--- src/rtl/alu_op_sequencer_pkg.sv ---
// Shared types and constants for the ALU operation sequencer.
package alu_seq_pkg;

  localparam int DEF_DATA_W = 8;
  localparam int DEF_OP_W   = 3;

  typedef enum logic [3:0] {
    sIdle, sPopA, sCapA, sHoldB, sPopB, sCapB, sExec, sWait, sPush
  } statetype;

  localparam logic [DEF_OP_W-1:0] OP_ADD = 3'd0;
  localparam logic [DEF_OP_W-1:0] OP_SUB = 3'd1;
  localparam logic [DEF_OP_W-1:0] OP_CMP = 3'd2;
  localparam logic [DEF_OP_W-1:0] OP_AND = 3'd3;
  localparam logic [DEF_OP_W-1:0] OP_OR  = 3'd4;
  localparam logic [DEF_OP_W-1:0] OP_XOR = 3'd5;

endpackage

--- src/rtl/alu_op_sequencer_if.sv ---
// Operand FIFO, result FIFO and ALU handshake bundle; master is the sequencer side.
interface alu_op_sequencer_if #(
  parameter int DATA_W = 8,
  parameter int OP_W   = 3
);
  logic              src_empty;
  logic              src_pop;
  logic [DATA_W-1:0] src_rd_data;
  logic              dst_full;
  logic              dst_push;
  logic [DATA_W-1:0] dst_wr_data;
  logic              alu_start;
  logic              alu_done;
  logic [OP_W-1:0]   alu_op;
  logic [DATA_W-1:0] alu_a;
  logic [DATA_W-1:0] alu_b;
  logic [DATA_W-1:0] alu_result;

  modport master (
    input  src_empty, src_rd_data, dst_full, alu_done, alu_result,
    output src_pop, dst_push, dst_wr_data, alu_start, alu_op, alu_a, alu_b
  );

  modport slave (
    output src_empty, src_rd_data, dst_full, alu_done, alu_result,
    input  src_pop, dst_push, dst_wr_data, alu_start, alu_op, alu_a, alu_b
  );
endinterface

--- src/rtl/alu_op_sequencer_timeout_timer.sv ---
// Counts ALU wait cycles; expired marks the last cycle the ALU is allowed.
module seq_timeout_timer #(
  parameter int ALU_TIMEOUT = 15
) (
  input  logic clock,
  input  logic rst,
  input  logic clear,
  input  logic enable,
  output logic expired
);
  localparam int CW = (ALU_TIMEOUT > 2) ? $clog2(ALU_TIMEOUT) : 1;

  logic [CW-1:0] cnt;

  always_ff @(posedge clock or posedge rst) begin
    if (rst)         cnt <= '0;
    else if (clear)  cnt <= '0;
    else if (enable) cnt <= cnt + 1'b1;
  end

  assign expired = (cnt == CW'(ALU_TIMEOUT - 1));
endmodule

--- src/rtl/alu_op_sequencer.sv ---
// Drains operand pairs from the source FIFO, runs them through the ALU and
// pushes results to the destination FIFO; counts completions, flags timeouts.
module alu_op_sequencer
  import alu_seq_pkg::*;
#(
  parameter int DATA_W      = DEF_DATA_W,
  parameter int OP_W        = DEF_OP_W,
  parameter int ALU_TIMEOUT = 15
) (
  input  logic              clock,
  input  logic              rst,
  input  logic              en,
  input  logic [OP_W-1:0]   opcode,
  alu_op_sequencer_if.master bus,
  output logic              busy,
  output logic [7:0]        op_count,
  output logic              timeout_err
);
  statetype          state;
  logic [DATA_W-1:0] a_reg, b_reg, res_reg;
  logic [OP_W-1:0]   op_reg;
  logic              tmr_expired;

  // Timer only advances while the ALU is still outstanding.
  seq_timeout_timer #(.ALU_TIMEOUT(ALU_TIMEOUT)) u_tmr (
    .clock   (clock),
    .rst     (rst),
    .clear   (state == sExec),
    .enable  ((state == sWait) && !bus.alu_done),
    .expired (tmr_expired)
  );

  always_ff @(posedge clock or posedge rst) begin
    if (rst) begin
      state       <= sIdle;
      a_reg       <= '0;
      b_reg       <= '0;
      res_reg     <= '0;
      op_reg      <= '0;
      op_count    <= '0;
      timeout_err <= 1'b0;
    end else begin
      case (state)
        sIdle:  if (en && !bus.src_empty) begin
                  op_reg <= opcode;
                  state  <= sPopA;
                end
        sPopA:  state <= sCapA;
        sCapA:  begin
                  a_reg <= bus.src_rd_data;
                  state <= bus.src_empty ? sHoldB : sPopB;
                end
        sHoldB: if (!bus.src_empty) state <= sPopB;
        sPopB:  state <= sCapB;
        sCapB:  begin
                  b_reg <= bus.src_rd_data;
                  state <= sExec;
                end
        sExec:  state <= sWait;
        // A done on the final allowed cycle still wins over the timeout.
        sWait:  if (bus.alu_done) begin
                  res_reg <= bus.alu_result;
                  state   <= sPush;
                end else if (tmr_expired) begin
                  timeout_err <= 1'b1;
                  state       <= sIdle;
                end
        sPush:  if (!bus.dst_full) begin
                  op_count <= op_count + 8'd1;
                  state    <= sIdle;
                end
        default: state <= sIdle;
      endcase
    end
  end

  assign bus.src_pop     = (state == sPopA) || (state == sPopB);
  assign bus.alu_start   = (state == sExec);
  assign bus.dst_push    = (state == sPush) && !bus.dst_full;
  assign bus.dst_wr_data = res_reg;
  assign bus.alu_op      = op_reg;
  assign bus.alu_a       = a_reg;
  assign bus.alu_b       = b_reg;
  assign busy            = (state != sIdle);
endmodule

--- src/flat_wrapper.sv ---
// flat-port wrapper written by rule: the top's interface ports become plain ports
module alu_op_sequencer_flat import alu_seq_pkg::*;
#(
  parameter int DATA_W      = DEF_DATA_W,
  parameter int OP_W        = DEF_OP_W,
  parameter int ALU_TIMEOUT = 15
)
  (clock, rst, en, opcode, busy, op_count, timeout_err, bus_src_empty, bus_src_rd_data, bus_dst_full, bus_alu_done, bus_alu_result, bus_src_pop, bus_dst_push, bus_dst_wr_data, bus_alu_start, bus_alu_op, bus_alu_a, bus_alu_b);
  alu_op_sequencer_if #(.DATA_W(DATA_W), .OP_W(OP_W)) bus_i ();
  input  logic clock;
  input  logic rst;
  input  logic en;
  input  logic [OP_W-1:0] opcode;
  output logic busy;
  output logic [7:0] op_count;
  output logic timeout_err;
  input wire logic [$bits(bus_i.src_empty)-1:0] bus_src_empty;
  input wire logic [$bits(bus_i.src_rd_data)-1:0] bus_src_rd_data;
  input wire logic [$bits(bus_i.dst_full)-1:0] bus_dst_full;
  input wire logic [$bits(bus_i.alu_done)-1:0] bus_alu_done;
  input wire logic [$bits(bus_i.alu_result)-1:0] bus_alu_result;
  output wire logic [$bits(bus_i.src_pop)-1:0] bus_src_pop;
  output wire logic [$bits(bus_i.dst_push)-1:0] bus_dst_push;
  output wire logic [$bits(bus_i.dst_wr_data)-1:0] bus_dst_wr_data;
  output wire logic [$bits(bus_i.alu_start)-1:0] bus_alu_start;
  output wire logic [$bits(bus_i.alu_op)-1:0] bus_alu_op;
  output wire logic [$bits(bus_i.alu_a)-1:0] bus_alu_a;
  output wire logic [$bits(bus_i.alu_b)-1:0] bus_alu_b;
  assign bus_i.src_empty = bus_src_empty;
  assign bus_i.src_rd_data = bus_src_rd_data;
  assign bus_i.dst_full = bus_dst_full;
  assign bus_i.alu_done = bus_alu_done;
  assign bus_i.alu_result = bus_alu_result;
  assign bus_src_pop = bus_i.src_pop;
  assign bus_dst_push = bus_i.dst_push;
  assign bus_dst_wr_data = bus_i.dst_wr_data;
  assign bus_alu_start = bus_i.alu_start;
  assign bus_alu_op = bus_i.alu_op;
  assign bus_alu_a = bus_i.alu_a;
  assign bus_alu_b = bus_i.alu_b;
  alu_op_sequencer #(.DATA_W(DATA_W), .OP_W(OP_W), .ALU_TIMEOUT(ALU_TIMEOUT)) u_core (.clock(clock), .rst(rst), .en(en), .opcode(opcode), .bus(bus_i), .busy(busy), .op_count(op_count), .timeout_err(timeout_err));
endmodule
--- config.mk ---
export PLATFORM = sky130hd
export DESIGN_NAME = alu_op_sequencer_flat
export DESIGN_NICKNAME = d
export VERILOG_FILES = /design/src/rtl/alu_op_sequencer_pkg.sv /design/src/rtl/alu_op_sequencer_if.sv /design/src/rtl/alu_op_sequencer_timeout_timer.sv /design/src/rtl/alu_op_sequencer.sv /design/src/flat_wrapper.sv
export SDC_FILE = /design/constraint.sdc
export NUM_CORES = 1
export LEC_CHECK = 0
export ABC_CLOCK_PERIOD_IN_PS = 2300
export CELL_PAD_IN_SITES_DETAIL_PLACEMENT = 1
export CELL_PAD_IN_SITES_GLOBAL_PLACEMENT = 2
export CORE_MARGIN = 10
export CORE_UTILIZATION = 29
export CTS_CLUSTER_DIAMETER = 50
export DETAILED_ROUTE_END_ITERATION = 16
export GPL_TIMING_DRIVEN = 0
export MAX_ROUTING_LAYER = met4
export PLACE_DENSITY = 0.85
export SLEW_MARGIN = 25
export SYNTH_ARGS = -nofsm -noshare
export SYNTH_HDL_FRONTEND = slang
export SYNTH_SLANG_ARGS = --single-unit
--- constraint.sdc ---
create_clock -name clock -period 2.3 [get_ports clock]
set_clock_uncertainty 0.15 [all_clocks]
set_input_delay 0.23 -clock clock [delete_from_list [all_inputs] [get_ports clock]]
set_output_delay 0.23 -clock clock [all_outputs]
set_load 0.05 [all_outputs]
==> impl_metrics.toml <==
[timing]
maxSlewViolCount = 0
max_freq_mhz = 464
post-route-period-util_pct = 93.8
layout_min_cycle_time_ns = 2.16
rsz0062_at_grt = "false"
slew_headroom_pct = 36.5
tightest_slew_ns = 0.949
finalSetupViolations = 0
hold_viol_final = 0
hold_ws_ns = 0.101
setup_tns_ns = 0

[clock_network]
cts.path.max_buffers = 2
insertion_delay_ns = 0.30
cts_tree = "yes"
clock-root-buffer = "clkbuf_8"
numCtsBuffers = 5
clock_sinks = 44
htree_levels = 2
clkTransAtPathRegs_ns = 0.09

[cells_and_area]
fin_area_sq_um = 2820
drive_gt1_share_pct = 24.4
layout.nets = 248
fillCellCount = 707
area_delta_synth_final_pct = 44.2
layout_commonest_cell = "clkdlybuf4s50_1"
antenna_cells = 0
final_cell_mix = "clkdlybuf4s50_1, dfrtp_1, mux2_2"

[setup_path]
cp_data_required_time_ns = 1.92
cp-start-kind = "flop"
end_kind = "output port"
worstPathArrival_ns = 1.78
crit_type = "flop to output port"
cp_max_fo = 10

[floorplanning]
die-area_sq_um = 10400
die_y_um = 102
rows = 29
io_pins = 65
start_util_pct = 30.3
die-width_um = 102
core_area_sq_um = 6460

[routing]
dr.pass1.iters = 4
vias = 1420
drc = 0
wirelength_mm = 5.02
first_iter_violations = 19
wire_per_inst_um = 16.8
ant_nets = 0
avgViaCountPerCell = 4.77

[synth]
ys_seq_area_share_pct = 56.2
synthDominantCellAreaShare_pct = 56.2
async_flop_share_pct = 100
ys.flop_type = "dfrtp_1"
synth_edf_count = 0
avgSynthCellArea_sq_um = 13.1
synth_fp_nets = 177
synthTopCellsByArea = "dfrtp_1, mux2_2, xor2_1"
ys_ff_latch = 44
synth_area_leader_cell = "dfrtp_1"
yosysUniqueCellTypes = 36
synthCells = 149
yosysWarnings = 0
netlist_area_sq_um = 1960

[flow_run]
max_cap_viol_count = 0

[placement]
io_buffers = 62
placed_area_sq_um = 2700
gp_congestion = 0.709
place_hpwl_mm = 3.83

[grt]
antenna_found_initial = 0
grt.overflow.total = 0
track_usage_pct = 10.2
first_global_vias = 1559
grt_max_degree = 26
grt_pass1_wl_mm = 8.07

[power_and_ir_drop]
p_per_area_nw_per_um2 = 1560
peakVddDrop_uv = 804
p_leak_nw = 1.22

[status]
outcome = "finished clean"

[worst_hold_path]
hp-class = "input port to flop"
[kinds of logic after synthesis]
family                   count (synthesis)  synth area share [%]
AO/OA/AOI/OAI                           12                  3.45
XOR/XNOR                                 8                  3.58
adder cells (fa/ha/maj)                  3                  1.92
buffers and inverters                   13                  3.32
flip-flops                              44                  56.2
multiplexers                            30                  17.7
AND/OR/NAND/NOR                         39                  13.8
[cell type report]
type | instances | area, sq um | area share (%)
sequential | 44 | 1100 | 39.0
multi-input combinational | 92 | 798 | 28.3
timing repair buffer | 65 | 646 | 22.9
tap | 77 | 96.3 | 3.41
clock buffer | 6 | 82.6 | 2.92
clock inverter | 2 | 38.8 | 1.37
buffer | 6 | 38.8 | 1.37
inverter | 6 | 22.5 | 0.798
[worst paths after layout]
path / from / endpoint / slack [ns] / depth (start not counted)
max in group asynchronous: rst / u_core.timeout_err / 1.40 / 3
hold reg to reg: u_core.timeout_err / u_core.timeout_err / 0.33 / 1
setup / recovery: u_core.state[0] / bus_src_pop / 0.14 / 4
min in group asynchronous: rst / u_core.bus.alu_b[6] / 0.11 / 2
hold / removal: bus_alu_done / u_core.u_tmr.cnt[1] / 0.10 / 3
setup reg to reg: u_core.state[0] / u_core.bus.alu_a[3] / 0.17 / 3
[Yosys cell counts, types with 2 or more instances]
cell / instances
a21oi_1: 4
buf_2: 3
buf_4: 2
dfrtp_1: 44
ha_1: 3
inv_1: 6
mux2_2: 25
mux2_4: 3
mux2i_1: 2
nand2_1: 5
nand3_1: 5
nand4_1: 2
nor2_1: 4
nor3_1: 4
nor3b_1: 3
nor4_1: 3
o21ai_0: 5
or3_1: 2
xor2_1: 7
[critical path, stage by stage, from the launching register on]
cell	delay [ns]
dfrtp_1	0.41
buf_2	0.19
xnor2_1	0.14
nor3_1	0.18
dlygate4sd2_1	0.56
[per-stage QoR]
step           instances  total power, mW  utilization [%]  setup WS (ns)
5_1_grt              298             4.64             43.7         0.0283
4_1_cts              297             4.48             43.5         0.0281
3_3_place_gp         288             3.80             41.5         -0.246
6_report             298             4.41             43.7          0.143
3_5_place_dp         289             3.85             41.8         -0.231
2_1_floorplan        149             2.99                -         0.0921
[routing by layer]
layer | wire, um | track usage (%) | vias to the layer above | share of wire [%]
met2 | 2600 | 16.8 | 28 | 52
met5 | 0 | - | - | 0
met4 | 53 | 2.60 | 0 | 1.1
li1 | - | - | 667 | -
met3 | 159 | 3.04 | 5 | 3.2
met1 | 2200 | 12.0 | 720 | 44
[where the power goes]
part           internal (mW)  leakage, nW  total (mW)  switching, mW
combinational          0.932        0.622        2.49           1.56
sequential              1.09        0.539        1.28          0.195
clock                  0.356       0.0614       0.636          0.281
total                   2.38         1.22        4.41           2.03
[state kept, by name (all words and copies together) (netlist names)]
signal and count:
u_core.bus.alu_op 3, u_core.timeout_err 1, u_core.bus.alu_b 8, u_core.op_count 8
u_core.bus.dst_wr_data 8, u_core.u_tmr.cnt 4, u_core.bus.alu_a 8, u_core.state 4
[timing repair]
action	CTS	global route
setup endpoints to repair	4	2
setup buffers	0	2
gates resized for setup	9	3
pin swaps	0	1
hold buffers	0	0
Power figures use the tool's default switching activity.
